<file path="src/rtl/uart_pkg.sv">
// Shared encodings, FSM state type and bit-period helper for the UART transmitter.
package uart_pkg;

  localparam int PAR_NONE = 0;
  localparam int PAR_ODD  = 1;
  localparam int PAR_EVEN = 2;

  typedef enum logic [2:0] {
    S_IDLE,
    S_START,
    S_DATA,
    S_PARITY,
    S_STOP
  } tx_state_e;

  // Bit period in clocks, rounded to the nearest integer.
  function automatic int calc_bit_period(input int freq, input int baudrate);
    return (freq + baudrate / 2) / baudrate;
  endfunction

endpackage

</file>
<file path="src/rtl/uart_sync_fifo.sv">
// Single-clock first-word-fall-through FIFO; the head word is always visible on RDATA.
module uart_sync_fifo #(
  parameter int WIDTH = 8,
  parameter int DEPTH = 16
) (
  input  logic                           CLOCK_50M,
  input  logic                           RESET_N,
  input  logic                           WR,
  input  logic [WIDTH-1:0]               WDATA,
  input  logic                           RD,
  output logic [WIDTH-1:0]               RDATA,
  output logic                           FULL,
  output logic                           EMPTY,
  output logic [$clog2(DEPTH+1)-1:0]     LEVEL
);

  localparam int AW = $clog2(DEPTH);
  localparam int LW = $clog2(DEPTH + 1);

  logic [WIDTH-1:0] mem_q [DEPTH];
  logic [AW-1:0]    wptr_q;
  logic [AW-1:0]    rptr_q;
  logic [LW-1:0]    level_q;
  logic [LW-1:0]    level_d;
  logic             push;
  logic             pop;

  assign FULL  = (level_q == LW'(DEPTH));
  assign EMPTY = (level_q == '0);
  assign LEVEL = level_q;
  assign RDATA = mem_q[rptr_q];

  // Full blocks a write even when a pop happens in the same cycle.
  assign push = WR && !FULL;
  assign pop  = RD && !EMPTY;

  always_comb begin
    level_d = level_q;
    case ({push, pop})
      2'b10:   level_d = level_q + 1'b1;
      2'b01:   level_d = level_q - 1'b1;
      default: level_d = level_q;
    endcase
  end

  always_ff @(posedge CLOCK_50M or negedge RESET_N) begin
    if (!RESET_N) begin
      wptr_q  <= '0;
      rptr_q  <= '0;
      level_q <= '0;
    end else begin
      if (push) wptr_q <= wptr_q + 1'b1;
      if (pop)  rptr_q <= rptr_q + 1'b1;
      level_q <= level_d;
    end
  end

  always_ff @(posedge CLOCK_50M) begin
    if (push) mem_q[wptr_q] <= WDATA;
  end

endmodule

</file>
<file path="src/rtl/uart_tx_fifo.sv">
// UART transmitter fed from an internal FWFT FIFO; frames go out back-to-back while data is queued.
module uart_tx_fifo
  import uart_pkg::*;
#(
  parameter int FREQ       = 50_000_000,
  parameter int BAUDRATE   = 115200,
  parameter int DATA_BITS  = 8,
  parameter int PARITY     = 0,
  parameter int STOP_BITS  = 1,
  parameter int FIFO_DEPTH = 16
) (
  input  logic                                CLOCK_50M,
  input  logic                                RESET_N,
  input  logic                                WR,
  input  logic [DATA_BITS-1:0]                WDATA,
  output logic                                FULL,
  output logic [$clog2(FIFO_DEPTH+1)-1:0]     LEVEL,
  output logic                                OVERFLOW,
  output logic                                TX,
  output logic                                IDLE
);

  localparam int T  = calc_bit_period(FREQ, BAUDRATE);
  localparam int CW = (T < 2) ? 1 : $clog2(T);

  if (T < 2) begin : g_bad_period
    $error("uart_tx_fifo: bit period must be at least 2 clocks");
  end
  if (DATA_BITS < 5 || DATA_BITS > 8) begin : g_bad_width
    $error("uart_tx_fifo: DATA_BITS must be 5..8");
  end
  if (STOP_BITS < 1 || STOP_BITS > 2) begin : g_bad_stop
    $error("uart_tx_fifo: STOP_BITS must be 1 or 2");
  end
  if (PARITY < 0 || PARITY > 2) begin : g_bad_parity
    $error("uart_tx_fifo: PARITY must be 0, 1 or 2");
  end
  if (FIFO_DEPTH < 2 || (FIFO_DEPTH & (FIFO_DEPTH - 1)) != 0) begin : g_bad_depth
    $error("uart_tx_fifo: FIFO_DEPTH must be a power of 2, at least 2");
  end

  tx_state_e            state_q, state_d;
  logic [CW-1:0]        clk_q, clk_d;
  logic [2:0]           bit_q, bit_d;
  logic [DATA_BITS-1:0] shreg_q, shreg_d;
  logic                 par_q, par_d;
  logic                 tx_q, tx_d;
  logic                 ovf_q;
  logic                 pop;
  logic                 bit_end;
  logic                 fifo_full;
  logic                 fifo_empty;
  logic [DATA_BITS-1:0] fifo_rdata;

  uart_sync_fifo #(
    .WIDTH (DATA_BITS),
    .DEPTH (FIFO_DEPTH)
  ) u_fifo (
    .CLOCK_50M (CLOCK_50M),
    .RESET_N   (RESET_N),
    .WR        (WR),
    .WDATA     (WDATA),
    .RD        (pop),
    .RDATA     (fifo_rdata),
    .FULL      (fifo_full),
    .EMPTY     (fifo_empty),
    .LEVEL     (LEVEL)
  );

  assign FULL     = fifo_full;
  assign OVERFLOW = ovf_q;
  assign TX       = tx_q;
  assign IDLE     = (state_q == S_IDLE) && fifo_empty;
  assign bit_end  = (clk_q == CW'(T - 1));

  always_comb begin
    state_d = state_q;
    clk_d   = clk_q + 1'b1;
    bit_d   = bit_q;
    shreg_d = shreg_q;
    par_d   = par_q;
    tx_d    = tx_q;
    pop     = 1'b0;
    case (state_q)
      S_IDLE: begin
        clk_d = '0;
        if (!fifo_empty) begin
          pop     = 1'b1;
          state_d = S_START;
          bit_d   = '0;
          tx_d    = 1'b0;
        end
      end
      S_START: begin
        if (bit_end) begin
          state_d = S_DATA;
          clk_d   = '0;
          bit_d   = '0;
          tx_d    = shreg_q[0];
          shreg_d = shreg_q >> 1;
        end
      end
      S_DATA: begin
        if (bit_end) begin
          clk_d = '0;
          if (bit_q == 3'(DATA_BITS - 1)) begin
            bit_d = '0;
            if (PARITY != PAR_NONE) begin
              state_d = S_PARITY;
              tx_d    = par_q;
            end else begin
              state_d = S_STOP;
              tx_d    = 1'b1;
            end
          end else begin
            bit_d   = bit_q + 3'd1;
            tx_d    = shreg_q[0];
            shreg_d = shreg_q >> 1;
          end
        end
      end
      S_PARITY: begin
        if (bit_end) begin
          state_d = S_STOP;
          clk_d   = '0;
          bit_d   = '0;
          tx_d    = 1'b1;
        end
      end
      S_STOP: begin
        if (bit_end) begin
          clk_d = '0;
          if (bit_q == 3'(STOP_BITS - 1)) begin
            bit_d = '0;
            // Chain straight into the next start bit when more data is waiting.
            if (!fifo_empty) begin
              pop     = 1'b1;
              state_d = S_START;
              tx_d    = 1'b0;
            end else begin
              state_d = S_IDLE;
              tx_d    = 1'b1;
            end
          end else begin
            bit_d = bit_q + 3'd1;
          end
        end
      end
      default: begin
        state_d = S_IDLE;
        clk_d   = '0;
        bit_d   = '0;
        tx_d    = 1'b1;
      end
    endcase
    if (pop) begin
      shreg_d = fifo_rdata;
      par_d   = (PARITY == PAR_ODD) ? ~^fifo_rdata : ^fifo_rdata;
    end
  end

  always_ff @(posedge CLOCK_50M or negedge RESET_N) begin
    if (!RESET_N) begin
      state_q <= S_IDLE;
      clk_q   <= '0;
      bit_q   <= '0;
      tx_q    <= 1'b1;
      ovf_q   <= 1'b0;
    end else begin
      state_q <= state_d;
      clk_q   <= clk_d;
      bit_q   <= bit_d;
      tx_q    <= tx_d;
      ovf_q   <= WR && fifo_full;
    end
  end

  always_ff @(posedge CLOCK_50M) begin
    shreg_q <= shreg_d;
    par_q   <= par_d;
  end

endmodule

</file>
<file path="config.mk">
export PLATFORM = sky130hd
export DESIGN_NAME = uart_tx_fifo
export DESIGN_NICKNAME = d
export VERILOG_FILES = /design/src/rtl/uart_pkg.sv /design/src/rtl/uart_sync_fifo.sv /design/src/rtl/uart_tx_fifo.sv
export SDC_FILE = /design/constraint.sdc
export NUM_CORES = 1
export LEC_CHECK = 0
export ABC_AREA = 1
export BUFFER_PORTS_ARGS = -buffer_cell sky130_fd_sc_hd__buf_2
export CAP_MARGIN = 20
export CORE_MARGIN = 10
export CORE_UTILIZATION = 59
export DETAILED_ROUTE_END_ITERATION = 10
export GPL_ROUTABILITY_DRIVEN = 0
export PLACE_DENSITY = 0.84
export SYNTH_ARGS = -nofsm -noshare
export SYNTH_HDL_FRONTEND = slang
export SYNTH_SLANG_ARGS = --single-unit
</file>
<file path="constraint.sdc">
create_clock -name CLOCK_50M -period 5.21 [get_ports CLOCK_50M]
set_input_delay 0.521 -clock CLOCK_50M [delete_from_list [all_inputs] [get_ports CLOCK_50M]]
set_output_delay 0.521 -clock CLOCK_50M [all_outputs]
set_load 0.03 [all_outputs]
</file>
==> results of run 1 <==
## through the flow
step	hold slack, ns	cell area (um^2)	util, %
finish	0.135	8500	67.1
CTS	0.162	8440	66.6
global placement	0.453	7870	62.1
floorplan	0.225	7650	-
global route	0.179	8500	67.1
detailed placement	0.476	7870	62.1
## power groups by stage
| stage | Sequential, mW | Clock [mW] | Combinational, mW |
|---|---|---|---|
| finish | 1.63 | 1.21 | 0.424 |
| global route | 1.64 | 1.28 | 0.473 |
| CTS | 1.63 | 1.22 | 0.421 |
| detailed placement | 1.66 | 0 | 0.416 |
| global placement | 1.65 | 0 | 0.404 |
| floorplan | 1.68 | 0 | 0.235 |
## synth_stat cells, drive strengths merged, types with 2 or more instances
cell type | number | area [um^2]
a21oi | 12 | 86.3
buf | 21 | 143
clkbuf | 7 | 26.3
clkinv | 2 | 7.51
dfrtp | 29 | 726
edfxtp | 136 | 4080
ha | 13 | 163
inv | 125 | 469
nand2 | 244 | 931
nand3 | 102 | 521
nand3b | 2 | 15.0
nand4 | 6 | 37.5
nor2 | 32 | 130
nor3 | 15 | 75.1
nor3b | 2 | 15.0
o211ai | 2 | 15.0
o21ai | 18 | 90.1
xnor2 | 2 | 17.5
xor2 | 7 | 61.3
## layout by cell type, fill, tap and decap left out, types with 3 or more instances in the layout
cell type   count
clkbuf_16      17
a21oi_1         7
buf_4          10
xor2_1          7
edfxtp_1      136
nor2_1         30
clkinv_1        4
nor3_1         15
ha_1           13
inv_1         122
inv_6           5
a21oi_2         4
o21ai_0        16
buf_2          21
nand2_2         6
nand4_1         6
inv_2           3
nand2_1       238
dfrtp_1        28
nand3_1       100
clkinvlp_4      3
## final cells by class
cell class / count / area [um^2]
fill: 912 / 4170
timing repair buffer: 34 / 235
multi-input combinational: 459 / 2170
clock inverter: 15 / 140
sequential: 166 / 4840
tap: 172 / 215
clock buffer: 17 / 425
inverter: 127 / 477
## flip-flops by register name (all words and copies together) (netlist names)
signal         count
u_fifo.wptr_q      4
clk_q              9
state_q            3
shreg_q            8
u_fifo.rptr_q      4
TX                 1
u_fifo.mem_q     128
u_fifo.LEVEL       5
OVERFLOW           1
bit_q              3
## critical path, stage by stage, from the launching register on
cell and delay, ns:
dfrtp_1 0.39, inv_1 0.07, ha_1 0.15, inv_1 0.04, nor2_1 0.10, nand2_2 0.07
nor2_4 0.11, nand2_2 0.09, a21oi_4 0.36, ha_1 0.32, xor2_1 0.20, ha_1 0.17
a21oi_1 0.05, inv_1 0.10, nand3_1 0.08, nand2_1 0.10, nand3_1 0.07, nand2_1 0.06
nand2_1 0.04
## worst paths after layout
path                           from               end  cells after the start  slack (ns)
hold reg to reg                  TX                TX                      2        0.48
max in group asynchronous   RESET_N  u_fifo.rptr_q[0]                      1        4.59
hold / removal              RESET_N          bit_q[2]                      1        0.14
min in group CLOCK_50M           WR          OVERFLOW                      3        0.37
setup / recovery           clk_q[1]   u_fifo.LEVEL[4]                     18        2.52
setup reg to reg           clk_q[1]   u_fifo.LEVEL[4]                     18        2.52
## per-layer routing
layer  up-vias  global-route usage, %  part of all wire [%]
li1       2575                      -                     -
met1      2571                   23.3                    41
met2       229                   30.5                    50
met3        24                   4.00                   7.6
met4         0                   7.19                   1.5
met5         -                      0                     0
## cells by family (layout without fill, tap and decap cells)
logic type	count (synthesis)	after routing	synth area share, %
adders and majority gates	13	13	2.13
buffers and inverters	155	193	8.44
DFF	166	166	63.2
xor gates and xnor gates	9	9	1.03
and+or+nand+nor	404	404	22.6
AOI/OAI and AO/OA	33	33	2.60
==> flow_summary.toml, run 1 <==
[pwr]
p_switching_mw = 0.916
power_per_cell_area_nw_per_um2 = 384
p_clk_share_pct = 37.2
pwr-share-comb_pct = 13.0
p_leak_nw = 3.72
p_total_mw = 3.27
pwr-share-seq_pct = 49.9
power_switching_share_pct = 28.1
intPower_mw = 2.35
ir_drop_uv = 441

[clock_tree]
cts_buffers = 17
ctsHoldBuffers = 0
cts_tree = "done"
cts_htree_levels = 4
root_buffer = "clkbuf_16"
clk_pin_slew_ns = 0.07
post_cts_buffers = 0
clock_latency_ns = 0.43
cts.sinks = 166
cts_buffer_depth = 2
cts-resized-gates = 0

[detailed_routing]
post_drt_wl_per_cell_um = 16.3
drt_pre_antenna_iters = 5
antenna_left = 0
drc = 0
drt_iter0_drc = 493
totalWireLength_um = 16100
num_vias = 5399
vias_per_cell = 5.45

[synthesis]
syn-num-nets = 804
ys_types = 33
syn_area_um2 = 7650
async_reset_ff_share_pct = 18.1
syn_area_per_cell_um2 = 9.81
synth_seq_cells = 166
synth_cells = 780
ys.flop_type = "edfxtp_1"
synth_edf_count = 136
seq_area_frac_synth_pct = 63.2
yosys_warnings = 0

[global_route]
grt_pass1_wl_um = 25800
grt_usage_pct = 18.5
antenna_found_initial = 0
grt_max_degree = 67
grt_pass1_vias = 5044
overflow = 0

[placed_design]
pre_cts_slack_ns = 2.55
port_buffers = 19
dp.cells = 953
hpwl_um = 9770

[worst_setup_path]
worst_ep_required_time_ns = 5.53
cp_max_fo = 16
arrival_ns = 3.01
cp-start-kind = "register"
timing_worst_setup_path_type = "register to register"
crit_path_end_kind = "register"

[timing]
fin_crit_ns = 2.69
fin_ws_ns = 2.52
fmax_mhz = 372
fin_tns_setup_ns = 0
fin_worst_skew_ns = 0.0100
drv_slew = 0
slew_headroom_pct = 26.1
hold_violations = 0
setup_viol = 0
tightestPinTransition_ns = 1.10
fin_crit_sh_pct = 51.6
rsz0062_at_grt = "false"

[cells_and_area]
areaGrowthSynthToFinish_pct = 11.1
final_cells = 990
diodes = 0
drive_gt1_share_pct = 10.4
finalNetCount = 829

[die]
io_pins = 20
fp.dieW_um = 134
fp-row-count = 41
fp.dieH_um = 134
initial_core_util_pct = 60.4
core_um2 = 12700
dieArea_um2 = 17900

[job]
cap_viol_max_count = 0

[status]
status = "complete, no violations"

[min_path]
worstHoldPathType = "input port to async pin"
(Power assumes the default switching activity.)
==> inputs of run 2 (changes only) <==
- ABC_AREA: 1 -> 0
- clock period: 5.21 -> 2.67 ns (I/O delays scaled with it)
==> run 2 against run 1 <==
Compared with the run above:
- sequential share of layout area is 3.0 points higher
- die area fell by 5.8%
- sequential cell count is the same
- synthesized area down 6.8%
- critical path depth shrank 5
- largest power group unchanged
==> flow_summary.toml, run 2 <==
[die]
dieArea_um2 = 16900
fp.dieW_um = 130
io_pins = 20
initial_core_util_pct = 59.9
core_um2 = 11900
fp.dieH_um = 130
fp-row-count = 40

[cells_and_area]
final-seq-area_um2 = 4840
top_register = "u_fifo.mem_q"
largest_register_ffs = 128
final_cell_mix = "edfxtp_1, nor2_1, buf_4, dfrtp_1, nand2_1"
areaGrowthSynthToFinish_pct = 13.3
fillers = 740
diodes = 0
drive_gt1_share_pct = 25.0
finalNetCount = 499
final_cells = 635
multi_input_area_um2 = 2170
design_area_um2 = 8080
final_common_cell = "edfxtp_1"
reg_top3 = "u_fifo.mem_q x128, clk_q x9, shreg_q x8"

[timing]
fin_ws_ns = 0.0226
slew_headroom_pct = 41.5
setup_viol = 0
tightestPinTransition_ns = 0.874
rsz0062_at_grt = "true"
fin_tns_setup_ns = 0
hold_violations = 0
fin_worst_skew_ns = 0.00682
drv_slew = 0
fmax_mhz = 378
fin_crit_sh_pct = 99.2
fin_crit_ns = 2.65

[global_route]
overflow = 0
grt_pass1_wl_um = 21500
grt_usage_pct = 16.9
grt_pass1_vias = 3917
grt_max_degree = 31
antenna_found_initial = 0

[detailed_routing]
drt_pre_antenna_iters = 5
drt_iter0_drc = 284
totalWireLength_um = 13200
vias_per_cell = 6.07
num_vias = 3857
antenna_left = 0
drc = 0
post_drt_wl_per_cell_um = 20.8

[worst_setup_path]
cp_max_fo = 3
cp_top_family = "compound AO/OA/AOI/OAI gates"
path_buf_inv = 2
reg2reg_from = "u_fifo.LEVEL[2]"
slowest_delay_ns = 0.42
timing_worst_setup_path_type = "register to register"
cp_slowest_cell = "or3_4"
worstPathCellList = "or3_4 -> o31ai_4 -> a21o_2 -> inv_2 -> ha_4 -> xor2_2 -> ha_2 -> buf_4 -> nor2_1 -> a22oi_2 -> o32a_1 -> nor2_1 -> xor2_1"
cp-start-kind = "register"
arrival_ns = 3.00
ff2ff_path_depth = 13
crit_cells = 13
crit_path_end_kind = "register"
worst_ep_required_time_ns = 3.02
cpMostUsedCell = "nor2_1"
startpoint = "u_fifo.LEVEL[2]"

[synthesis]
synth_seq_cells = 166
ys.flop_type = "edfxtp_1"
synth_common_cells = "edfxtp_1, nor2_1, dfrtp_1"
synth_edf_count = 136
yosys_warnings = 0
synth.most_common_cell = "edfxtp_1"
syn-num-nets = 455
ys_types = 51
synth_cells = 431
syn_area_per_cell_um2 = 16.6
syn_area_um2 = 7130
seq_area_frac_synth_pct = 67.8
yosysTopAreaCell = "edfxtp_1"
synth.area.top_cells = "edfxtp_1, dfrtp_1, mux4_2"
async_reset_ff_share_pct = 18.1
synth_top_cell_area_share_pct = 57.3

[clock_tree]
clk_pin_slew_ns = 0.07
root_buffer = "clkbuf_16"
clock_latency_ns = 0.42
cts_buffer_depth = 2
cts_tree = "done"
cts_htree_levels = 4
cts.sinks = 166
cts_buffers = 17

[placed_design]
dp.cells = 597
port_buffers = 19
place_area_um2 = 7460
pre_cts_slack_ns = -0.0192
hpwl_um = 8570

[status]
status = "complete, no violations"

[min_path]
min_delay_path_depth = 2
worstHoldPathType = "input port to register"
min_from = "WR"

[pwr]
power_per_cell_area_nw_per_um2 = 1080
ir_drop_uv = 633
p_leak_nw = 2.93

[job]
cap_viol_max_count = 0
## run 2: final cells by class
type,count,share of cell area (%)
multi-input cells,232,26.8
repair buffers,47,3.81
clock inverters,14,1.41
well taps,147,2.28
flip-flops and latches,166,59.9
inverters,11,0.511
clock buffers,18,5.31
## run 2: metrics by stage
step           utilization (%)  hold slack (ns)  power (mW)
2_1_floorplan                -          -0.0286        5.77
3_3_place_gp              62.6            0.344        6.32
3_5_place_dp              62.6            0.350        6.44
4_1_cts                   67.8           0.0554        8.78
5_1_grt                   67.8           0.0627        9.21
6_report                  67.8           0.0720        8.74
## run 2: what timing repair did
item / CTS / global route
resized for setup: 4 / 1
buffers inserted: 5 / 0
gates cloned: 0 / 0
hold buffers: 1 / 0
hold endpoints to repair: 29 / 0
pin swaps: 5 / 0
endpoints found under the setup margin: 1 / 1
## run 2: cells by family (layout without fill, tap and decap cells)
logic type | after synthesis | in the layout | share of synthesized area [%]
muxes | 51 | 51 | 13.8
DFF | 166 | 166 | 67.8
buffers and inverters | 33 | 90 | 2.65
adders and majority gates | 13 | 13 | 2.28
xor gates and xnor gates | 21 | 21 | 2.58
and+or+nand+nor | 102 | 102 | 7.10
AOI/OAI and AO/OA | 45 | 45 | 3.81
## run 2: where the power goes
part | total, mW | internal (mW) | switching (mW)
registers | 3.61 | 3.30 | 0.309
clock network | 2.26 | 1.22 | 1.04
logic | 2.87 | 1.33 | 1.54
total | 8.74 | 5.85 | 2.89
## run 2: metal layers
layer	up-vias	track usage [%]	wire [um]
met2	129	28.4	6910
met5	-	0	0
met3	12	4.54	728
met4	0	6.35	136
met1	1972	20.5	5460
li1	1744	-	-
## run 2: final timing paths
path                                    to  slack (ns)
max                        u_fifo.LEVEL[4]        0.02
min                               OVERFLOW        0.07
max reg2reg                u_fifo.LEVEL[4]        0.02
min reg2reg                             TX        0.48
max in group asynchronous  u_fifo.LEVEL[1]        1.76
min in group asynchronous         clk_q[7]        0.42
